## src/rtl/dbus_axi_bridge_pkg.sv

```systemverilog
// Shared types and constants for the data-bus to AXI4 bridge.
package dbus_axi_bridge_pkg;

  localparam int unsigned ADDR_W = 32;
  localparam int unsigned DATA_W = 32;
  localparam int unsigned STRB_W = DATA_W / 8;
  localparam int unsigned LEN_W  = 8;
  localparam int unsigned SIZE_W = 3;
  localparam int unsigned RESP_W = 2;

  localparam logic [1:0]        BURST_INCR  = 2'b01;
  localparam logic [SIZE_W-1:0] SIZE_B      = 3'd0;
  localparam logic [SIZE_W-1:0] SIZE_H      = 3'd1;
  localparam logic [SIZE_W-1:0] SIZE_W_WORD = 3'd2;
  localparam logic [RESP_W-1:0] RESP_OKAY   = 2'b00;
  localparam logic [RESP_W-1:0] RESP_SLVERR = 2'b10;
  localparam logic [RESP_W-1:0] RESP_DECERR = 2'b11;

  typedef enum logic [2:0] {
    IDLE,
    RD_AR,
    RD_R,
    WR_AW_W,
    WR_B,
    DONE,
    DRAIN
  } state_e;

  // Request captured from MEM at acceptance; drives the AXI payload.
  typedef struct packed {
    logic [ADDR_W-1:0] addr;
    logic [DATA_W-1:0] wdata;
    logic [STRB_W-1:0] wmask;
    logic [SIZE_W-1:0] size;
    logic              we;
  } req_t;

  // AXI size code from MEM's access-size flags (word wins over halfword).
  function automatic logic [SIZE_W-1:0] size_of(input logic halfword, input logic word);
    if (word)          return SIZE_W_WORD;
    else if (halfword) return SIZE_H;
    else               return SIZE_B;
  endfunction

  // SLVERR and DECERR both count as a failed access.
  function automatic logic resp_is_err(input logic [RESP_W-1:0] resp);
    return (resp == RESP_SLVERR) || (resp == RESP_DECERR);
  endfunction

endpackage

```

## src/rtl/dbus_axi_bridge.sv

```systemverilog
// MEM-stage level request to single-beat AXI4 read/write bridge, one
// transaction outstanding. Optional DBUS_RESP_ERR_EN adds bus_err reporting.
module dbus_axi_bridge
  import dbus_axi_bridge_pkg::*;
#(
  parameter int unsigned    ID_W   = 4,
  parameter logic [ID_W-1:0] AXI_ID = 4'h1
) (
  input  logic              clk,
  input  logic              reset,
  // MEM side
  input  logic              en,
  input  logic              we,
  input  logic [ADDR_W-1:0] addr,
  input  logic [STRB_W-1:0] wmask,
  input  logic [DATA_W-1:0] wdata,
  input  logic              mem_halfword,
  input  logic              mem_word,
  input  logic              is_fire,
  output logic [DATA_W-1:0] rdata,
  output logic              rdata_valid,
  output logic              write_finish,
`ifdef DBUS_RESP_ERR_EN
  output logic              bus_err,
`endif
  // AXI AR
  output logic [ID_W-1:0]   arid,
  output logic [ADDR_W-1:0] araddr,
  output logic [LEN_W-1:0]  arlen,
  output logic [SIZE_W-1:0] arsize,
  output logic [1:0]        arburst,
  output logic              arvalid,
  input  logic              arready,
  // AXI R
  input  logic [ID_W-1:0]   rid,
  input  logic [DATA_W-1:0] rdata_i,
  input  logic [RESP_W-1:0] rresp,
  input  logic              rlast,
  input  logic              rvalid,
  output logic              rready,
  // AXI AW
  output logic [ID_W-1:0]   awid,
  output logic [ADDR_W-1:0] awaddr,
  output logic [LEN_W-1:0]  awlen,
  output logic [SIZE_W-1:0] awsize,
  output logic [1:0]        awburst,
  output logic              awvalid,
  input  logic              awready,
  // AXI W
  output logic [DATA_W-1:0] wdata_o,
  output logic [STRB_W-1:0] wstrb,
  output logic              wlast,
  output logic              wvalid,
  input  logic              wready,
  // AXI B
  input  logic [ID_W-1:0]   bid,
  input  logic [RESP_W-1:0] bresp,
  input  logic              bvalid,
  output logic              bready
);

  state_e state_q, state_d;
  req_t   req_q, req_d;
  logic   aw_sent_q, aw_sent_d;
  logic   w_sent_q, w_sent_d;
  logic   flush_q, flush_d;
  logic [DATA_W-1:0] rdata_d;
  logic   arvalid_d, rready_d, awvalid_d, wvalid_d, bready_d;
  logic   rdata_valid_d, write_finish_d;
`ifdef DBUS_RESP_ERR_EN
  logic   err_q, err_d;
  logic   bus_err_d;
  logic   unused_ok;
  assign unused_ok = ^{rid, rlast, bid};
`else
  logic   unused_ok;
  assign unused_ok = ^{rid, rlast, bid, rresp, bresp};
`endif

  // Fixed single-beat INCR attributes; payload comes from the latched request.
  assign arid    = AXI_ID;
  assign arlen   = '0;
  assign arburst = BURST_INCR;
  assign araddr  = req_q.addr;
  assign arsize  = req_q.size;
  assign awid    = AXI_ID;
  assign awlen   = '0;
  assign awburst = BURST_INCR;
  assign awaddr  = req_q.addr;
  assign awsize  = req_q.size;
  assign wdata_o = req_q.wdata;
  assign wstrb   = req_q.wmask;
  assign wlast   = 1'b1;

  // Next-state and next-output logic; outputs are registered from the next state.
  always_comb begin
    state_d   = state_q;
    req_d     = req_q;
    aw_sent_d = aw_sent_q;
    w_sent_d  = w_sent_q;
    flush_d   = flush_q;
    rdata_d   = rdata;
`ifdef DBUS_RESP_ERR_EN
    err_d     = err_q;
`endif

    // Dropping en mid-transaction means MEM flushed; finish on AXI, then drain.
    if (state_q inside {RD_AR, RD_R, WR_AW_W, WR_B}) flush_d = flush_q | ~en;

    unique case (state_q)
      IDLE: begin
        aw_sent_d = 1'b0;
        w_sent_d  = 1'b0;
        flush_d   = 1'b0;
`ifdef DBUS_RESP_ERR_EN
        err_d     = 1'b0;
`endif
        if (en) begin
          req_d.addr  = addr;
          req_d.wdata = wdata;
          req_d.wmask = wmask;
          req_d.size  = size_of(mem_halfword, mem_word);
          req_d.we    = we;
          state_d     = we ? WR_AW_W : RD_AR;
        end
      end
      RD_AR: if (arvalid && arready) state_d = RD_R;
      RD_R: begin
        if (rvalid && rready) begin
          rdata_d = rdata_i;
`ifdef DBUS_RESP_ERR_EN
          err_d   = resp_is_err(rresp);
`endif
          state_d = flush_d ? DRAIN : DONE;
        end
      end
      WR_AW_W: begin
        aw_sent_d = aw_sent_q | (awvalid & awready);
        w_sent_d  = w_sent_q | (wvalid & wready);
        if (aw_sent_d && w_sent_d) state_d = WR_B;
      end
      WR_B: begin
        if (bvalid && bready) begin
`ifdef DBUS_RESP_ERR_EN
          err_d   = resp_is_err(bresp);
`endif
          state_d = flush_d ? DRAIN : DONE;
        end
      end
      DONE:    if (is_fire || !en) state_d = IDLE;
      DRAIN:   state_d = IDLE;
      default: state_d = IDLE;
    endcase

    if (state_d != DONE) rdata_d = '0;

    arvalid_d      = (state_d == RD_AR);
    rready_d       = (state_d == RD_R);
    awvalid_d      = (state_d == WR_AW_W) && !aw_sent_d;
    wvalid_d       = (state_d == WR_AW_W) && !w_sent_d;
    bready_d       = (state_d == WR_B);
    rdata_valid_d  = (state_d == DONE) && !req_d.we;
    write_finish_d = (state_d == DONE) && req_d.we;
`ifdef DBUS_RESP_ERR_EN
    bus_err_d      = (state_d == DONE) && err_d;
`endif
  end

  // State, latched request and registered outputs.
  always_ff @(posedge clk or negedge reset) begin
    if (!reset) begin
      state_q      <= IDLE;
      req_q        <= '0;
      aw_sent_q    <= 1'b0;
      w_sent_q     <= 1'b0;
      flush_q      <= 1'b0;
      rdata        <= '0;
      arvalid      <= 1'b0;
      rready       <= 1'b0;
      awvalid      <= 1'b0;
      wvalid       <= 1'b0;
      bready       <= 1'b0;
      rdata_valid  <= 1'b0;
      write_finish <= 1'b0;
`ifdef DBUS_RESP_ERR_EN
      err_q        <= 1'b0;
      bus_err      <= 1'b0;
`endif
    end else begin
      state_q      <= state_d;
      req_q        <= req_d;
      aw_sent_q    <= aw_sent_d;
      w_sent_q     <= w_sent_d;
      flush_q      <= flush_d;
      rdata        <= rdata_d;
      arvalid      <= arvalid_d;
      rready       <= rready_d;
      awvalid      <= awvalid_d;
      wvalid       <= wvalid_d;
      bready       <= bready_d;
      rdata_valid  <= rdata_valid_d;
      write_finish <= write_finish_d;
`ifdef DBUS_RESP_ERR_EN
      err_q        <= err_d;
      bus_err      <= bus_err_d;
`endif
    end
  end

endmodule

```

## config.mk

```make
export PLATFORM = sky130hd
export DESIGN_NAME = dbus_axi_bridge
export DESIGN_NICKNAME = d
export VERILOG_FILES = /design/src/rtl/dbus_axi_bridge_pkg.sv /design/src/rtl/dbus_axi_bridge.sv
export SDC_FILE = /design/constraint.sdc
export NUM_CORES = 1
export LEC_CHECK = 0
export CORE_MARGIN = 10
export CORE_UTILIZATION = 30
export CTS_CLUSTER_SIZE = 16
export DETAILED_ROUTE_END_ITERATION = 8
export PLACE_DENSITY = 0.66
export SLEW_MARGIN = 20
export SYNTH_ARGS = -nofsm -noshare
export SYNTH_HDL_FRONTEND = slang
export SYNTH_SLANG_ARGS = --single-unit
```

## constraint.sdc

```tcl
create_clock -name clk -period 3.9 [get_ports clk]
set_input_delay 0.78 -clock clk [delete_from_list [all_inputs] [get_ports clk]]
set_output_delay 0.78 -clock clk [all_outputs]
set_load 0.03 [all_outputs]
```

==> results by group <==
Floorplan
  • Chip width: 161 um
  • Row cnt: 51
  • Initial Util: 30.6%
  • Core Area: 19500 um2
  • Die area: 25900 um2
  • Chip Height: 161 um
  • I/O pins: 299

Drt
  • Routed vias/inst: 4.30
  • DRT Pass-1 Iters: 4
  • Antenna-violating nets left: 0
  • Drt initial violations: 191
  • Drt drc: 0
  • Routed WL: 16.2 mm
  • Mean routed wirelength per cell: 18.2 um
  • Total number of vias: 3842

Final layout
  • Share of cells above drive strength 1: 23.6%
  • Final Non-Filler Cells: 893
  • Ant diodes: 0
  • Fillers: 1787
  • Final instance area: 8450 um2
  • Layout area overhead: 42.0%
  • Layout Nets: 740

Timing
  • Setup TNS Final: 0 ns
  • Relative slew slack: 48.5%
  • Unrepaired setup endpoints after global routing: false
  • Final hold slack: 0.467 ns
  • Final hold violations: 0
  • Fin. max-slew vios: 0
  • Final period util: 60.6%
  • Final clock skew: 0.0128 ns
  • Achievable frequency: 0.423 GHz
  • Tmin final: 2.36 ns
  • Final setup violation count: 0
  • Worst slew pin tran: 0.772 ns

Placement
  • Placed Instances: 861
  • Detailed Place HPWL: 12.4 mm
  • Placed Area: 7820 um2
  • IO Port Bufs: 254
  • Final GP Congestion: 0.741

Min path
  • HP Class: in2async

Power
  • Cell Pwr Density: 872 nW/um2
  • Total power: 7370 uW
  • Pleak: 0.00357 uW
  • VDD IR max: 352 uV

Worst setup path
  • Flop-to-flop setup slack: 1.66 ns
  • Crit-path cells: clkdlybuf4s50_1 > a21o_1 > nand4_1 > and3_2 > buf_4 > nor4_2
  • Critical Path RT: 4.17 ns
  • Worst reg2reg path endpoint: rdata[9]
  • Startpoint types: input port
  • CP endpoint kind: flip-flop
  • Largest stage delay, worst path: 0.71 ns
  • Cells on worst reg2reg path: 5
  • Crit path DAT: 2.63 ns
  • CP max stage cell: and3_2
  • Setup CP Type: in2reg
  • Critical R2R Launch: state_q[0]
  • Crit-path max FO: 29

Status
  • Status: completed

Clock tree
  • Clk sink count: 116
  • Hold_buf cts: 0
  • CTS tree: built
  • CTS HTree Levels: 4
  • Num CTS Buffers: 17
  • CTS root buf: clkbuf_16
  • CTS max path bufs: 2
  • PostCTS Resize Cnt: 0
  • Worst-skew pair later-pin latency: 0.41 ns
  • Clock slew at reported path FFs: 0.06 ns
  • Post-CTS setup buffer count: 0

Logic synthesis
  • Syn_area_per_cell: 12.8 um2
  • Post-synth ARST share: 100%
  • Primary FF master, synth: dfrtp_1
  • Post-Syn Instances: 466
  • Synth area leaders: dfrtp_1, buf_4, mux2_2
  • Yosys Warn Count: 0
  • Synth area leader: dfrtp_1
  • Sequential share of the synthesized area: 48.8%
  • Share of the synthesized area in the top cell type: 48.8%
  • Number of synthesized register bits: 116
  • Synth cell types: 37
  • Cell Area, Synth: 5950 um2
  • Count leader, synth: buf_4
  • EDFF count, synth: 0
  • Most frequent cells after synthesis: buf_4, dfrtp_1, mux2_2, mux2i_1, nor4_2

GRT
  • Vias in the first global route: 4197
  • Grt ovf: 0
  • GRT Total Usage: 12.4%
  • Pin count of the biggest net entering global routing: 117
  • Initial antenna violation count: 0
  • First-pass GRT wire length: 25.2 mm

Flow run
  • Max-cap violations: 0
[layout make-up]
type	count	area [um2]	area share, %
Sequential cell	116	2900	34.3
Timing Repair Buffer	261	2620	31.0
Multi-Input combinational cell	215	1950	23.1
Clock buffer	18	429	5.08
Tap cell	265	332	3.92
Clock inverter	14	203	2.40
Inverter	4	15.0	0.178
[logic make-up after synthesis]
group / after synthesis / share of synthesized area [%]
buffers and inverters: 164 / 20.5
AOI/OAI and AO/OA: 20 / 2.63
DFF: 116 / 48.8
other: 2 / 0.126
muxes: 102 / 18.6
and+or+nand+nor: 62 / 9.34
[report_power, final]
group          switching (uW)  internal, uW  leakage [uW]
clock network             582          1080      0.000293
registers                 303          1630       0.00146
logic                    2190          1580       0.00182
total                    3080          4290       0.00357
[routing by layer]
metal,vias to the layer above,share of wire [%],GRT usage (%)
met5,-,0,0
met4,0,1.1,3.60
met3,8,11,7.00
met2,197,50,21.1
met1,1890,37,12.7
li1,1747,-,-
[through the flow]
stage          util (%)  setup slack (ns)
2_1_floorplan         -              1.92
3_3_place_gp       40.2              1.15
3_5_place_dp       40.2              1.11
4_1_cts            43.4              1.55
5_1_grt            43.4              1.45
6_report           43.4              1.54
[flip-flops by register name, summed over array words and instances, names as in the netlist, 2 cells and up]
| signal | flops |
|---|---|
| arsize | 2 |
| araddr | 32 |
| state_q | 3 |
| wdata_o | 32 |
| rdata | 32 |
| wstrb | 4 |
[how the worst max path moves through the flow]
| stage | from | endpoint | slack, ns | cells past startpoint |
|---|---|---|---|---|
| 3_3_place_gp | awready | rdata[12] | 1.15 | 6 |
| 2_1_floorplan | wready | write_finish | 1.92 | 7 |
| 4_1_cts | awready | rdata[5] | 1.55 | 6 |
| 6_report | wready | rdata[5] | 1.54 | 6 |
| 5_1_grt | awready | rdata[9] | 1.45 | 6 |
| 3_5_place_dp | awready | rdata[5] | 1.11 | 6 |
[critical path: cells and delay by family]
kind / cells / cell delay (ns)
AND/OR/NAND/NOR: 3 / 0.88
buffers and inverters: 2 / 0.75
AO/OA/AOI/OAI: 1 / 0.20
[placed cells by master, fill, tap and decap left out, types with 5 or more instances in the layout]
cell / n
clkdlybuf4s50_1: 253
dfrtp_1: 116
mux2_2: 70
mux2i_1: 32
conb_1: 31
nor4_2: 28
clkbuf_16: 17
o21ai_0: 7
buf_4: 6
nand2_1: 5
nor4_1: 5
Note: power is estimated with default switching activity, not from simulation.
